$ cat config.mk
export PLATFORM = sky130hd
export DESIGN_NAME = ram8_16_flat
export DESIGN_NICKNAME = d
export VERILOG_FILES = /design/src/rtl/ram8_16_pkg.sv /design/src/rtl/ram8_16_if.sv /design/src/rtl/ram8_16_register16.sv /design/src/rtl/ram8_16.sv /design/src/flat_wrapper.sv
export SDC_FILE = /design/constraint.sdc
export NUM_CORES = 1
export LEC_CHECK = 0
export CORE_UTILIZATION = 65
export CTS_CLUSTER_DIAMETER = 60
export DETAILED_ROUTE_END_ITERATION = 12
export DONT_BUFFER_PORTS = 1
export GPL_TIMING_DRIVEN = 0
export PLACE_DENSITY = 0.89
export SLEW_MARGIN = 20
export SYNTH_ARGS = -nofsm -noshare
export SYNTH_HDL_FRONTEND = slang
export SYNTH_HIERARCHICAL = 1
export SYNTH_SLANG_ARGS = --single-unit
$ cat constraint.sdc
create_clock -name clk -period 3.4 [get_ports clk]
set_input_delay 0.51 -clock clk [delete_from_list [all_inputs] [get_ports clk]]
set_output_delay 0.51 -clock clk [all_outputs]
set_load 0.01 [all_outputs]
$ cat src/rtl/ram8_16_pkg.sv
// ram8_16_pkg
//   Shared sizing and reset constants for the ram8_16 family.
//   The larger RAM64/RAM512 blocks are meant to reuse these values.
`timescale 1ns/1ps
package ram8_16_pkg;
  localparam int          WIDTH    = 16;
  localparam int          ADDR_W   = 3;
  localparam int          DEPTH    = 2 ** ADDR_W;
  localparam logic [15:0] RST_WORD = 16'h0000;
endpackage

$ cat src/rtl/ram8_16_if.sv
// ram8_16_if
//   Data/control bundle for the 8-word RAM.
//   in      : write data
//   load    : write enable, sampled on rising clk
//   address : word select for both the write and the read
//   out     : combinational read data of the word at address
//   wr_ack  : high for one cycle after each accepted write
//   master drives in/load/address; slave (the RAM) drives out/wr_ack.
`timescale 1ns/1ps
interface ram8_16_if #(
  parameter int WIDTH  = ram8_16_pkg::WIDTH,
  parameter int ADDR_W = ram8_16_pkg::ADDR_W
);
  logic [WIDTH-1:0]  in;
  logic              load;
  logic [ADDR_W-1:0] address;
  logic [WIDTH-1:0]  out;
  logic              wr_ack;

  modport master (output in, load, address, input out, wr_ack);
  modport slave  (input in, load, address, output out, wr_ack);
endinterface

$ cat src/rtl/ram8_16_register16.sv
// register16
//   One storage word with asynchronous active-low reset.
//   clk   : clock, rising edge
//   rst_n : async reset, active low, clears to RST_VAL
//   in    : data loaded when load=1
//   load  : load enable
//   out   : stored word
`timescale 1ns/1ps
module register16 #(
  parameter int               WIDTH   = ram8_16_pkg::WIDTH,
  parameter logic [WIDTH-1:0] RST_VAL = '0
) (
  input  logic             clk,
  input  logic             rst_n,
  input  logic [WIDTH-1:0] in,
  input  logic             load,
  output logic [WIDTH-1:0] out
);
  logic [WIDTH-1:0] q;

  // Conditional operator instead of if(load): an unknown load must not be
  // read as "hold"; it merges the bits that differ to X.
  always_ff @(posedge clk or negedge rst_n) begin
    if (!rst_n) q <= RST_VAL;
    else        q <= load ? in : q;
  end

  assign out = q;
endmodule

$ cat src/rtl/ram8_16.sv
// ram8_16
//   8 x WIDTH RAM built from register16 words.
//   clk   : clock, all state updates on the rising edge
//   rst_n : async reset, active low; clears every word and wr_ack
//   bus   : ram8_16_if slave (in, load, address -> out, wr_ack)
//   Reads are combinational with no write-through, so during a write cycle
//   out shows the old word; the new one appears after the edge.
`timescale 1ns/1ps
module ram8_16 #(
  parameter int WIDTH  = ram8_16_pkg::WIDTH,
  parameter int ADDR_W = ram8_16_pkg::ADDR_W
) (
  input  logic      clk,
  input  logic      rst_n,
  ram8_16_if.slave  bus
);
  import ram8_16_pkg::*;

  localparam int NWORDS = 2 ** ADDR_W;

  logic [NWORDS-1:0] word_load;
  logic [WIDTH-1:0]  words [NWORDS];
  logic              wr_ack_q;

  for (genvar i = 0; i < NWORDS; i++) begin : g_word
    // Equality compare keeps an unknown address visible as an unknown load.
    assign word_load[i] = bus.load & (bus.address == ADDR_W'(i));

    register16 #(
      .WIDTH   (WIDTH),
      .RST_VAL (WIDTH'(RST_WORD))
    ) u_word (
      .clk   (clk),
      .rst_n (rst_n),
      .in    (bus.in),
      .load  (word_load[i]),
      .out   (words[i])
    );
  end

  // An unknown index reads back X rather than a default word.
  assign bus.out = words[bus.address];

  always_ff @(posedge clk or negedge rst_n) begin
    if (!rst_n) wr_ack_q <= 1'b0;
    else        wr_ack_q <= bus.load;
  end

  assign bus.wr_ack = wr_ack_q;
endmodule

$ cat src/flat_wrapper.sv
// flat-port wrapper written by rule: the top's interface ports become plain ports
module ram8_16_flat import ram8_16_pkg::*;
#(
  parameter int WIDTH  = ram8_16_pkg::WIDTH,
  parameter int ADDR_W = ram8_16_pkg::ADDR_W
)
  (clk, rst_n, bus_in, bus_load, bus_address, bus_out, bus_wr_ack);
  ram8_16_if #(.WIDTH(WIDTH), .ADDR_W(ADDR_W)) bus_i ();
  input  logic clk;
  input  logic rst_n;
  input wire logic [$bits(bus_i.in)-1:0] bus_in;
  input wire logic [$bits(bus_i.load)-1:0] bus_load;
  input wire logic [$bits(bus_i.address)-1:0] bus_address;
  output wire logic [$bits(bus_i.out)-1:0] bus_out;
  output wire logic [$bits(bus_i.wr_ack)-1:0] bus_wr_ack;
  assign bus_i.in = bus_in;
  assign bus_i.load = bus_load;
  assign bus_i.address = bus_address;
  assign bus_out = bus_i.out;
  assign bus_wr_ack = bus_i.wr_ack;
  ram8_16 #(.WIDTH(WIDTH), .ADDR_W(ADDR_W)) u_core (.clk(clk), .rst_n(rst_n), .bus(bus_i));
endmodule
== Yosys cells after proc, flatten, opt, wreduce, memory -nomap -nowiden ==
Index checks and enable logic that the tools add are counted.

* Register bits: 129
* Input port bits: 22
* Output and inout bits: 17
* Logic and storage cells: 30

* $lt $le $gt $ge: 1
* Equal/unequal tests: 7
* Multiplexer cells: 3
* Bitwise operators: 9
* Reductions and logical operators: 1

{| class="wikitable"
|+ Operator list
! kind !! count
|-
| binary-select mux 16 bit (select 3 bit) || 1
|-
| two-way mux 16 bit || 2
|-
| equality test 3 bit (second input constant) || 4
|-
| bitwise AND 1 bit || 8
|-
| equality test 3 x 2 -> 1 bit (second input constant) || 2
|-
| greater-or-equal comparator 4 bit (second input constant) || 1
|-
| inverter 3 -> 4 bit || 1
|-
| equality test 3 x 1 -> 1 bit (second input constant) || 1
|-
| zero test 3 bit || 1
|}

== Logic depth before layout (Yosys ltp) ==
Gate-level depths: netlist of the first run.

* Word-level depth: 4
* Gate-level depth with buffers: 8
* Mapped depth without buffers: 3

== Hierarchy ==
Netlist of the first run, hierarchy kept.

{| class="wikitable"
|+ By module, submodules not included
! module !! times used !! cells an instance !! area each (µm²) !! sequential area each (µm²)
|-
| register16 || 8 || 34 || 649.4 || 400.4
|-
| ram8_16 || 1 || 94 || 1161.1 || 25.0
|}

== Worst setup path after synthesis of the first run ==
Ideal clock, no wire load.

* Path type: input to output
* Start: in bus_address[1]
* End: out bus_out[0]
* Arrival time: 1588 ps
* Data required time: 2890 ps
* Setup slack: 1302 ps
* Cell stages on the path: 4
* Path buffers: 2
* Cells stage by stage: buf_6 > buf_6 > mux4_1 > mux2_2

* Longest elaborated chain between the ends: 4

{| class="wikitable"
|+ RTL lines
! what !! line !! RTL
|-
| start, declared || flat_wrapper.sv:13 || <nowiki>input wire logic [$bits(bus_i.address)-1:0] bus_address;</nowiki>
|-
| inverter 3 -> 4 bit (implied by the code) || ram8_16.sv:42 || <nowiki>assign bus.out = words[bus.address];</nowiki>
|-
| binary-select mux 16 bit (select 3 bit) || ram8_16.sv:42 ||
|-
| two-way mux 16 bit (implied by the code) (2 in series) || ram8_16.sv:42 ||
|-
| end, declared || flat_wrapper.sv:14 || <nowiki>output wire logic [$bits(bus_i.out)-1:0] bus_out;</nowiki>
|}

Every way passes these cells. The select of a mux whose other input is x is not followed.

== Worst setup path in the final report of the first run ==
* Start: in bus_address[2]
* End: out bus_out[2]

Same word-level chain as after synthesis.

==> results of run 1 <==
[state kept, by name, indices dropped and copies added, names as in the netlist]
signal / count
u_core/g_word.u_word/out: 128
u_core/bus.wr_ack: 1
[area by class of cell]
type,count,share of cell area (%)
Sequential cell,129,45.6
Clock inverter,7,0.848
Multi-Input combinational cell,209,39.4
Buffer,28,4.70
Timing Repair Buffer,3,0.671
Clock buffer,24,6.50
Tap cell,129,2.28
[worst paths after layout]
kind	start	to	slack [ns]	depth (start not counted)
min in group asynchronous	rst_n	u_core/g_word[1].u_word/out[7]	0.67	2
worst max register to register	u_core/g_word[1].u_word/out[9]	u_core/g_word[1].u_word/out[9]	2.60	1
worst min register to register	u_core/g_word[7].u_word/out[3]	u_core/g_word[7].u_word/out[3]	0.50	1
worst min-delay path	bus_in[14]	u_core/g_word[1].u_word/out[14]	0.13	1
max in group asynchronous	rst_n	u_core/g_word[5].u_word/out[3]	2.28	2
worst max-delay path	bus_address[2]	bus_out[2]	0.75	4
[critical path, stage by stage]
cell and delay (ns):
sky130_fd_sc_hd__clkbuf_1 0.20, sky130_fd_sc_hd__clkbuf_1 0.68, sky130_fd_sc_hd__mux4_1 0.42, sky130_fd_sc_hd__mux2_2 0.32
[placed cells by master, fill, tap and decap left out]
master                          Yosys  layout
sky130_fd_sc_hd__nand2b_1           4       4
sky130_fd_sc_hd__buf_16             0       1
sky130_fd_sc_hd__dfrtp_1          129     129
sky130_fd_sc_hd__nor3b_1            2       2
sky130_fd_sc_hd__buf_1              2       2
sky130_fd_sc_hd__bufinv_16          0       1
sky130_fd_sc_hd__clkinv_2           0       6
sky130_fd_sc_hd__mux4_1            16      16
sky130_fd_sc_hd__o22ai_1            8       8
sky130_fd_sc_hd__buf_12             9       9
sky130_fd_sc_hd__mux2_4            80      80
sky130_fd_sc_hd__buf_2              5       5
sky130_fd_sc_hd__nor2_1            10      10
sky130_fd_sc_hd__dlygate4sd3_1      0       2
sky130_fd_sc_hd__buf_6             10      10
sky130_fd_sc_hd__or2_2              2       2
sky130_fd_sc_hd__clkbuf_8           0       3
sky130_fd_sc_hd__mux4_2             8       8
sky130_fd_sc_hd__a211oi_1           4       4
sky130_fd_sc_hd__mux2_2            72      72
sky130_fd_sc_hd__nand3_1            1       1
sky130_fd_sc_hd__nand2_1            2       2
sky130_fd_sc_hd__clkbuf_16          0      16
sky130_fd_sc_hd__clkbuf_1           2       7
[metrics by stage]
step                power [µW]  hold WS, ns  instances
floorplan                 2730        0.214        366
global placement          2840        0.217        495
detailed placement        2890        0.217        495
CTS                       4570        0.110        529
global route              4740        0.102        529
finish                    4540        0.134        529
[power by group]
group | switching, µW | leakage (µW) | internal (µW)
logic | 289 | 0.00130 | 579
clock network | 615 | 0.000262 | 995
registers | 187 | 0.00155 | 1870
[timing repair]
action	CTS	global route
setup buffers	0	0
hold endpoints to repair	130	0
gates resized for setup	0	0
hold buffers	3	0
[layer usage]
metal | global-route usage, % | up-vias | share of wire [%] | routed length, µm
met2 | 48.7 | 83 | 51 | 6830
met3 | 9.15 | 14 | 5.2 | 691
li1 | - | 1417 | - | -
met4 | 11.8 | 0 | 1.2 | 164
met1 | 37.2 | 1744 | 42 | 5610
met5 | 0 | - | 0 | 0
[cells by family after synthesis]
family          share of synthesized area, %
compound gates                          1.26
buf+inv                                 5.24
flops                                   50.8
mux                                     41.1
simple gates                            1.61
==> flow_metrics.py, run 1 <==
metrics = {
    "logic_synthesis": {
        "synth_cell_type_count": 18,
        "number_of_flops_mapped_to_enable_cells_by_yosys": 0,
        "number_of_synthesized_register_bits": 129,
        "post_synth.cell_area_avg_um2": 17.4,
        "synth_top_cell_area_share_pct": 50.8,
        "area_of_the_mapped_netlist_um2": 6360,
        "synth_sequential_area_ratio_pct": 50.8,
        "synth.top_cells.by_area": "sky130_fd_sc_hd__dfrtp_1, sky130_fd_sc_hd__mux2_4, sky130_fd_sc_hd__mux2_2, sky130_fd_sc_hd__mux4_1, sky130_fd_sc_hd__buf_12",
        "yosys-top-cells-count": "sky130_fd_sc_hd__dfrtp_1, sky130_fd_sc_hd__mux2_4, sky130_fd_sc_hd__mux2_2",
        "ys_dominant_reg_cell": "sky130_fd_sc_hd__dfrtp_1",
        "synthMostInstantiatedCell": "sky130_fd_sc_hd__dfrtp_1",
        "mappedNetlistNets": 388,
        "post_synth_arst_share_pct": 100,
        "ys.warnings.count": 6,
        "synth_largest_area_cell": "sky130_fd_sc_hd__dfrtp_1",
        "netlist_instances": 366,
    },
    "place": {
        "routabilityCongestion": 0.785,
        "place_ws_ns": 0.722,
        "place_hpwl_um": 7740,
        "numPortBuffers": 0,
        "post_detailed_placement_cell_area_um2": 6520,
    },
    "global_routing": {
        "globalRouteTotalUtil_pct": 29.7,
        "grt_antenna_before_repair": 0,
        "wire_length_of_the_first_global_routing_pass_um": 21300,
        "grt_overflow_total": 0,
        "maximum_number_of_pins_on_one_net_before_global_route_repair": 130,
        "grt_pass1_vias": 3728,
    },
    "final_layout": {
        "layout.filler_cells": 571,
        "number_of_antenna_repair_diodes": 0,
        "synthToLayoutAreaGrowth_pct": 11.5,
        "design.final.nets": 410,
        "multi_input_comb_area_um2": 2800,
        "layout.core_utilization_pct": 75.6,
        "post-route-cell-area_um2": 7090,
        "post_route_cells_drive_above_1_share_pct": 53.3,
        "seq_area_um2": 3230,
    },
    "floorplan": {
        "coreArea_um2": 9370,
        "initial_core_util_pct": 67.8,
        "die_w_um": 101,
        "placement_rows": 35,
        "num_io_pins": 39,
        "die_h_um": 101,
        "die_area_um2": 10200,
    },
    "run": {
        "timing.max_cap.violations": 0,
    },
    "worst_setup_path": {
        "crit_path_category": "primary input to primary output",
        "cp-end-kind": "primary output",
        "crit_path_start_kind": "primary input",
        "required_ns": 2.89,
        "cp_data_arrival_time_ns": 2.14,
        "cp_max_fo": 10,
    },
    "sta": {
        "worst-slew-pin-transition_ns": 0.860,
        "maxClockFrequency_mhz": 378,
        "clock-skew-final_ns": 0,
        "setup_repair_after_global_routing_missed_its_margin": "false",
        "report.final.hold_viol_count": 0,
        "setup_total_negative_slack_ns": 0,
        "timing.final.max_slew_violations": 0,
        "layout_worst_path_cycle_share_pct": 77.8,
        "slew_headroom_pct": 42.6,
        "postLayoutSetupSlackWorst_ns": 0.753,
        "setup_viol": 0,
        "fin_crit_ns": 2.65,
    },
    "route": {
        "drt-total-wl_um": 13300,
        "routed_length_per_placed_instance_um": 25.1,
        "detailedRoute.firstIterationViolations": 165,
        "first_pass_iters": 6,
        "detailroute.via_count": 3258,
        "detail_route_antenna_nets": 0,
        "avgViaCountPerCell": 6.16,
        "detail_route.drc_violations": 0,
    },
    "clocking": {
        "clk_pin_slew_ns": 0.06,
        "root_buffer": "sky130_fd_sc_hd__clkbuf_8",
        "cts_tree": "yes",
        "max-clock-path-buffers": 2,
        "clk_latency_ns": 0.51,
        "clock_sinks": 129,
        "tritoncts_buffer_count": 17,
        "htreeDepth": 4,
    },
    "min_path": {
        "type_of_the_most_critical_hold_path": "primary input to flop",
    },
    "outcome": {
        "result_of_the_run": "finished, final reports clean",
    },
    "pwr": {
        "ir_drop_mv": 0.410,
        "power.static_leakage_uw": 0.00311,
        "p_per_cell_area_nw_per_um2": 641,
    },
}
No activity file was read; power rests on OpenSTA's default activity.
==> inputs of run 2 (changes only) <==
--- a/config.mk
+++ b/config.mk
@@ -5,12 +5,12 @@
 export SDC_FILE = /design/constraint.sdc
 export NUM_CORES = 1
 export LEC_CHECK = 0
-export CORE_UTILIZATION = 65
+export CORE_UTILIZATION = 64
 export CTS_CLUSTER_DIAMETER = 60
 export DETAILED_ROUTE_END_ITERATION = 12
 export DONT_BUFFER_PORTS = 1
 export GPL_TIMING_DRIVEN = 0
-export PLACE_DENSITY = 0.89
+export PLACE_DENSITY = 0.88
 export SLEW_MARGIN = 20
 export SYNTH_ARGS = -nofsm -noshare
 export SYNTH_HDL_FRONTEND = slang
==> constraint.sdc (replaced) <==
create_clock -name clk -period 2.75 [get_ports clk]
set_input_delay 0.4125 -clock clk [delete_from_list [all_inputs] [get_ports clk]]
set_output_delay 0.4125 -clock clk [all_outputs]
set_load 0.01 [all_outputs]
==> run 2 against run 1 <==
  * The flow now finishes with violations (negative hold slack)
  * Combinational power grew 20%
  * Setup slack lost 0.50 ns
  * Power increased by 28%
  * Count of clock-buffer cells in the layout is 1 lower
  * Clock skew is the same
  * Critical path depth rose by 1
  * Flip-flop and latch count is the same
  * Die area is 1.5% higher
  * Register-to-register slack got worse by 0.65 ns
  * Non-clock buffer count decreased by 2
  * Critical endpoint is now bus_out[8]
  * Largest cell class unchanged
==> flow_metrics.py, run 2 (same netlist as run 1, synthesis figures left out) <==
metrics = {
    "outcome": {
        "result_of_the_run": "finished with violations",
        "failed_checks": "negative hold slack",
    },
    "clocking": {
        "clk_latency_ns": 0.52,
        "ctsHoldBuffers": 1,
        "post-cts-setup-buffers": 0,
        "cts_resized": 0,
        "root_buffer": "sky130_fd_sc_hd__clkbuf_8",
        "cts_tree": "yes",
        "htreeDepth": 4,
        "clock_sinks": 129,
        "tritoncts_buffer_count": 17,
        "max-clock-path-buffers": 2,
        "clk_pin_slew_ns": 0.06,
    },
    "global_routing": {
        "globalRouteMet2Util_pct": 46.2,
        "wire_length_of_the_first_global_routing_pass_um": 21000,
        "globalRoute.busiestLayer": "met2",
        "grtUsageMet1_pct": 36.5,
        "met3_track_demand_over_resource_in_global_routing_pct": 9.45,
        "grt_pass1_vias": 3728,
        "globalRouteTotalUtil_pct": 28.6,
        "grt_overflow_total": 0,
        "maximum_number_of_pins_on_one_net_before_global_route_repair": 130,
        "grt_antenna_before_repair": 0,
    },
    "sta": {
        "maxClockFrequency_mhz": 400,
        "clock-skew-final_ns": 0,
        "setup_repair_after_global_routing_missed_its_margin": "false",
        "timing.final.max_slew_violations": 0,
        "report.final.hold_viol_count": 129,
        "fin_crit_ns": 2.50,
        "holdWs_ns": -0.412,
        "layout_worst_path_cycle_share_pct": 90.9,
        "setup_viol": 0,
        "slew_headroom_pct": 42.3,
        "worst-slew-pin-transition_ns": 0.865,
        "setup_total_negative_slack_ns": 0,
    },
    "route": {
        "detailedRoute.firstIterationViolations": 194,
        "routed_length_per_placed_instance_um": 25.3,
        "drt-total-wl_um": 13500,
        "detail_route.drc_violations": 0,
        "detail_route_antenna_nets": 0,
        "first_pass_iters": 4,
        "detailroute.via_count": 3344,
        "avgViaCountPerCell": 6.29,
    },
    "floorplan": {
        "num_io_pins": 39,
        "placement_rows": 36,
        "die_area_um2": 10300,
        "initial_core_util_pct": 65.6,
        "coreArea_um2": 9680,
        "die_w_um": 102,
        "die_h_um": 102,
    },
    "worst_setup_path": {
        "crit_path_start_kind": "primary input",
        "cp_data_arrival_time_ns": 2.09,
        "crit_path_max_incr_delay_ns": 0.69,
        "worst_path_dominant_cell_family": "buffers and inverters",
        "critical_path_buffer_and_inverter_count": 2,
        "critical_path.slowest_cell": "sky130_fd_sc_hd__buf_1",
        "required_ns": 2.34,
        "crit_path_category": "primary input to primary output",
        "cp_max_fo": 10,
        "reg2reg_setup_slack_ns": 1.95,
        "cp-end-kind": "primary output",
        "worstPathCellList": "buf_2 -> buf_1 -> nand3_1 -> nor2_1 -> a211oi_1",
    },
    "place": {
        "place_hpwl_um": 7890,
        "numPortBuffers": 0,
        "routabilityCongestion": 0.816,
    },
    "pwr": {
        "p_per_cell_area_nw_per_um2": 816,
        "power.static_leakage_uw": 0.00312,
        "ir_drop_mv": 0.624,
    },
    "final_layout": {
        "design.final.nets": 408,
        "synthToLayoutAreaGrowth_pct": 12.2,
        "mostFrequentLayoutCells": "sky130_fd_sc_hd__dfrtp_1, sky130_fd_sc_hd__mux2_4, sky130_fd_sc_hd__mux2_2",
        "number_of_antenna_repair_diodes": 0,
        "post_route_cells_drive_above_1_share_pct": 54.6,
        "layout.core_utilization_pct": 73.6,
        "largest_reg_flops": 128,
        "most_frequent_standard_cell_in_the_layout_excluding_fill_and_tap_cells": "sky130_fd_sc_hd__dfrtp_1",
    },
    "min_path": {
        "type_of_the_most_critical_hold_path": "primary input to async pin",
    },
    "run": {
        "timing.max_cap.violations": 0,
    },
}
-- run 2: worst paths after layout --
kind                                                      start                         endpoint  depth (start not counted)
worst max register to register   u_core/g_word[3].u_word/out[9]   u_core/g_word[3].u_word/out[9]                          1
min in group clk                                     bus_in[10]  u_core/g_word[0].u_word/out[10]                          1
worst max-delay path                             bus_address[0]                       bus_out[8]                          5
worst min register to register  u_core/g_word[5].u_word/out[15]  u_core/g_word[5].u_word/out[15]                          1
max in group asynchronous                                 rst_n  u_core/g_word[0].u_word/out[13]                          0
worst min-delay path                                      rst_n   u_core/g_word[6].u_word/out[6]                          0
-- run 2: where the power goes --
group	internal, µW	leakage (µW)	switching [µW]
combinational	710	0.00128	328
clock	1430	0.000292	801
sequential	2320	0.00155	235
-- run 2: final cells by class --
class,count,area [µm²]
Sequential cell,129,3230
Multi-Input combinational cell,209,2800
Fill cell,550,2550
Clock buffer,23,497
Buffer,28,333
Tap cell,133,166
Clock inverter,9,103
Timing Repair Buffer,1,10.0
-- run 2: metrics by stage --
stage	hold slack (ns)	instance area (µm²)	power, µW	setup WS, ns	std cells
floorplan	0.117	6360	3370	0.775	366
global placement	0.119	6520	3500	0.281	499
detailed placement	0.120	6520	3580	0.179	499
CTS	-0.436	7130	5850	0.298	532
global route	-0.443	7130	6050	0.155	532
finish	-0.412	7130	5820	0.249	532
-- run 2: routing by layer --
metal  wire length, µm  vias to the layer above
met5                 0                        -
met2              6820                      108
met4               211                        0
met1              5700                     1808
met3               750                       18
li1                  -                     1410
==> inputs of run 3 (changes only) <==
--- a/config.mk
+++ b/config.mk
@@ -5,12 +5,12 @@
 export SDC_FILE = /design/constraint.sdc
 export NUM_CORES = 1
 export LEC_CHECK = 0
-export CORE_UTILIZATION = 64
+export CORE_UTILIZATION = 57
 export CTS_CLUSTER_DIAMETER = 60
 export DETAILED_ROUTE_END_ITERATION = 12
 export DONT_BUFFER_PORTS = 1
 export GPL_TIMING_DRIVEN = 0
-export PLACE_DENSITY = 0.88
+export PLACE_DENSITY = 0.83
 export SLEW_MARGIN = 20
 export SYNTH_ARGS = -nofsm -noshare
 export SYNTH_HDL_FRONTEND = slang
==> constraint.sdc (replaced) <==
create_clock -name clk -period 2.2 [get_ports clk]
set_input_delay 0.33 -clock clk [delete_from_list [all_inputs] [get_ports clk]]
set_output_delay 0.33 -clock clk [all_outputs]
set_load 0.01 [all_outputs]
==> run 3 against run 2 <==
  * Global-route usage fell by 2.9 points
  * Non-clock buffer count increased by 16
  * Flip-flop and latch count stayed put
  * The run still ends with negative hold slack left
  * Clock skew stayed put
  * Wire length shrank 0.60%
  * Sequential power up 25%
  * Highest routed layer unchanged
  * First-iteration DRC count increased by 16%
  * Critical path depth shrank 3
  * Sequential share of layout area is 1.3 points lower
  * Critical endpoint is now bus_out[12]
  * Clock power grew 35%
==> flow_metrics.py, run 3 (same netlist as run 1, synthesis figures left out) <==
metrics = {
    "outcome": {
        "result_of_the_run": "finished with violations",
        "failed_checks": "negative hold slack",
    },
    "final_layout": {
        "mostFrequentLayoutCells": "sky130_fd_sc_hd__dfrtp_1, sky130_fd_sc_hd__mux2_4, sky130_fd_sc_hd__mux2_2",
        "most_frequent_standard_cell_in_the_layout_excluding_fill_and_tap_cells": "sky130_fd_sc_hd__dfrtp_1",
        "synthToLayoutAreaGrowth_pct": 15.5,
        "number_of_antenna_repair_diodes": 0,
        "largest_reg_flops": 128,
        "post_route_cells_drive_above_1_share_pct": 52.8,
        "design.final.nets": 424,
    },
    "clocking": {
        "cts_tree": "yes",
        "clk_pin_slew_ns": 0.06,
        "clock_sinks": 129,
        "htreeDepth": 4,
        "post-cts-setup-buffers": 0,
        "root_buffer": "sky130_fd_sc_hd__clkbuf_8",
        "clk_latency_ns": 0.52,
        "tritoncts_buffer_count": 17,
        "ctsHoldBuffers": 17,
        "max-clock-path-buffers": 2,
    },
    "route": {
        "first_pass_iters": 5,
        "detail_route_antenna_nets": 0,
        "detailroute.via_count": 3343,
        "drt-total-wl_um": 13400,
        "detail_route.drc_violations": 0,
        "avgViaCountPerCell": 6.02,
        "routed_length_per_placed_instance_um": 24.1,
        "detailedRoute.firstIterationViolations": 225,
    },
    "pwr": {
        "ir_drop_mv": 1.01,
        "design_power_total_uw": 7530,
        "cellInternalPower_uw": 5780,
        "p_comb_share_pct": 17.8,
        "power.static_leakage_uw": 0.00321,
        "power.sequential.fraction_pct": 42.2,
        "p_per_cell_area_nw_per_um2": 1030,
        "clockPowerShare_pct": 39.9,
        "power.share.switching_pct": 23.2,
        "power_switching_uw": 1740,
    },
    "global_routing": {
        "wire_length_of_the_first_global_routing_pass_um": 21200,
        "maximum_number_of_pins_on_one_net_before_global_route_repair": 130,
        "grt_overflow_total": 0,
        "grt_antenna_before_repair": 1,
        "grt_pass1_vias": 3744,
        "globalRouteTotalUtil_pct": 25.8,
    },
    "sta": {
        "clock-skew-final_ns": 0,
        "slew_headroom_pct": 57.0,
        "setup_repair_after_global_routing_missed_its_margin": "false",
        "layout_worst_path_cycle_share_pct": 94.1,
        "timing.final.max_slew_violations": 0,
        "holdWs_ns": -0.501,
        "setup_viol": 0,
        "maxClockFrequency_mhz": 483,
        "fin_crit_ns": 2.07,
        "worst-slew-pin-transition_ns": 0.645,
        "report.final.hold_viol_count": 129,
    },
    "floorplan": {
        "initial_core_util_pct": 58.6,
        "num_io_pins": 39,
        "die_area_um2": 11600,
        "die_h_um": 108,
        "placement_rows": 38,
        "coreArea_um2": 10800,
        "die_w_um": 108,
    },
    "worst_setup_path": {
        "crit_path_start_kind": "flop",
        "critical_path_buffer_and_inverter_count": 0,
        "cp_data_arrival_time_ns": 1.74,
        "crit_path_category": "flop to primary output",
        "cp-end-kind": "primary output",
        "worst_path_dominant_cell_family": "multiplexers",
        "required_ns": 1.87,
        "crit_path_max_incr_delay_ns": 0.53,
        "critical_path.slowest_cell": "sky130_fd_sc_hd__mux4_1",
        "worstPathCellList": "mux4_1 -> mux2_2",
        "cp_max_fo": 2,
    },
    "place": {
        "routabilityCongestion": 0.746,
        "numPortBuffers": 0,
        "place_hpwl_um": 8000,
    },
    "min_path": {
        "type_of_the_most_critical_hold_path": "primary input to async pin",
    },
    "run": {
        "timing.max_cap.violations": 0,
    },
}
run 3: cell types whose count changed in the layout (fill, tap and decap cells not counted):
cell                            change
sky130_fd_sc_hd__a211oi_1           -2
sky130_fd_sc_hd__a211oi_2           +2
sky130_fd_sc_hd__buf_1              -1
sky130_fd_sc_hd__bufinv_16          +3
sky130_fd_sc_hd__clkbuf_1           +2
sky130_fd_sc_hd__clkbuf_2           +2
sky130_fd_sc_hd__clkbuf_8           -5
sky130_fd_sc_hd__clkinvlp_4         -1
sky130_fd_sc_hd__dlygate4sd3_1     +16
run 3: power by group through the flow:
stage,clock network [µW],logic (µW),registers (µW)
floorplan,0,1120,3100
global placement,0,1230,3160
detailed placement,0,1280,3200
CTS,3040,1340,3170
global route,3150,1420,3230
finish,3010,1340,3180
run 3: final cells by class:
class                           instances  area (µm²)
Timing Repair Buffer                   17         170
Fill cell                             710        3500
Multi-Input combinational cell        209        2810
Tap cell                              140         175
Sequential cell                       129        3230
Clock inverter                         11         185
Buffer                                 28         335
Clock buffer                           21         439
run 3: through the flow:
step | instances | cell area (µm²) | worst slack [ns] | TNS [ns] | util, %
3_5_place_dp | 506 | 6530 | -0.287 | -9.65 | 60.2
5_1_grt | 555 | 7340 | 0.0604 | 0 | 67.7
4_1_cts | 555 | 7330 | 0.0538 | 0 | 67.6
2_1_floorplan | 366 | 6360 | 0.308 | 0 | -
3_3_place_gp | 506 | 6530 | -0.207 | -4.78 | 60.2
6_report | 555 | 7340 | 0.129 | 0 | 67.7
run 3: timing repair:
action                                 CTS  global route
resized for setup                        1             3
endpoints found under the hold margin  258           129
pin swaps                                0             0
setup endpoints to repair                1             2
run 3: per-layer routing:
| layer | routed length (µm) | GRT usage, % | up-vias | part of all wire, % |
|---|---|---|---|---|
| met4 | 146 | 10.1 | 0 | 1.1 |
| met3 | 662 | 7.45 | 15 | 4.9 |
| met5 | 0 | 0 | - | 0 |
| li1 | - | - | 1441 | - |
| met2 | 6680 | 40.7 | 90 | 50 |
| met1 | 5910 | 33.6 | 1797 | 44 |
run 3: path summary, 6_finish.rpt:
kind	from	end	slack, ns	cells after the start
setup / recovery	u_core/g_word[3].u_word/out[12]	bus_out[12]	0.13	2
hold / removal	rst_n	u_core/g_word[0].u_word/out[10]	-0.50	0
setup reg to reg	u_core/g_word[1].u_word/out[9]	u_core/g_word[1].u_word/out[9]	1.41	1
min in group clk	bus_load	u_core/bus.wr_ack	0.37	1
hold reg to reg	u_core/g_word[3].u_word/out[11]	u_core/g_word[3].u_word/out[11]	0.50	1
max in group asynchronous	rst_n	u_core/g_word[1].u_word/out[4]	2.51	0
==> edit: new RTL, flow settings as in run 3 <==
`WIDTH`: 16 -> 32.
--- a/src/rtl/ram8_16_pkg.sv
+++ b/src/rtl/ram8_16_pkg.sv
@@ -5,3 +5,3 @@
 package ram8_16_pkg;
-  localparam int          WIDTH    = 16;
+  localparam int          WIDTH    = 32;
   localparam int          ADDR_W   = 3;
Interface: changed (resized bus_in and bus_out); port bits go from 39 to 71. The function was not compared with the original's and may differ.
==> edit against run 3 <==
  * The run ends with design-rule violations, negative hold slack left
  * Worst setup slack got worse by 0.11 ns
  * Area after synthesis rose by 100%
  * Design area rose by 99%
  * Cell count rose by 100%
  * Sequential cell count rose by 128
  * Sequential power rose by 100%
  * Total power rose by 87%
  * Wire length rose by 120%
  * Largest cell class unchanged
  * Highest routed layer unchanged
==> edit: results (changes against run 3) <==
[setup_path]
endpoint = bus_out[2]
reg2reg_from = u_core/g_word[2].u_word/out[8]$_DFFE_PN0P_
startpoint = bus_address[1]
cpPeakStageDelay_ns = 0.63  ; +0.10 ns
crit_family = buffers and inverters
arrival_ns = 1.85  ; +0.11 ns
crit_path_top_delay_cell = clkbuf_1
r2r-end = u_core/g_word[2].u_word/out[8]$_DFFE_PN0P_
worst-path-max-fanout = 10  ; +8

[routing]
wl_met1_um = 13500  ; +130%
met2_length_um = 14100  ; +110%
drcViolationCount = 2  ; +2
totalWireLength_um = 30000  ; +120%
avgRoutedWirePerCell_um = 26.7  ; +10%
vias_per_cell = 6.19  ; +2.7%
wl_met3_um = 1420  ; +110%
drt_iter0_drc = 483  ; +110%

[placement]
place.gp.congestion = 0.790  ; +6.0%
hpwl_um = 18000  ; +120%
dpl_cell_area_um2 = 13300  ; +100%
dpl_worst_slack_ns = -0.0395  ; +0.247 ns

[clocking]
cts-root-buf = clkbuf_16
cts_resized = 2  ; +1
cts_buffers = 27  ; +10
htreeDepth = 1  ; -3
holdBufCountCts = 33  ; +16

[outcome]
violations = design-rule violations, negative hold slack
status = finished, violations left

[synthesis]
synth_compound_area_frac = 0.0457  ; +0.0331
syn_nets = 802  ; +110%
yosys-top-cells-area = dfrtp_1 50%, mux2_4 28%, buf_12 3.7%
seq_area_frac_synth = 0.496  ; -0.0114
avgSynthCellArea_um2 = 17.0  ; -2.4%

[global_routing]
met1_usage = 0.370  ; +0.0339
met3_usage = 0.0438  ; -0.0307
gr-usage-all-layers = 0.267  ; +0.00945
grt_pass1_wl_um = 47000  ; +120%
grt_max_degree = 258  ; +98%

[timing]
hold_viol_final = 257  ; +99%
fin_ws_ns = 0.0233  ; -0.106 ns
slew_headroom = 0.471  ; -0.0988
fin_hold_ws_ns = -0.500  ; +0.00176 ns

[finish]
largest_register_ffs = 256  ; +100%
nFillCells = 1436  ; +100%

[power]
p_leak_nw = 6.52  ; +100%

edit: changes by cell type after synthesis, moves of 8 or more:
cell       before  now
nor3b_1         2   10
o221ai_1        0   10
buf_12          9   24
mux2_2         72   37
mux2_4         80  240
a2bb2oi_1       0   11
o221a_1         0   11
a22oi_1         0   10
mux4_1         16    8
mux2i_1         0   42
a21oi_1         0   10
a211o_1         0   10
dfrtp_1       129  257
edit: cell type report:
class | count | area (um^2) | share of cell area
timing repair buffer | 33 | 330 | 0.0226
tap | 280 | 350 | 0.0240
antenna | 1 | 2.50 | 0.000172
clock buffer | 35 | 746 | 0.0511
clock inverter | 12 | 188 | 0.0129
multi-input combinational | 445 | 5750 | 0.394
buffer | 62 | 785 | 0.0538
sequential | 257 | 6430 | 0.441
edit: report_power, final:
group	switching (mW)	internal, mW	total (mW)
registers	0.635	5.77	6.41
logic	0.933	1.91	2.84
clock network	1.84	2.96	4.80
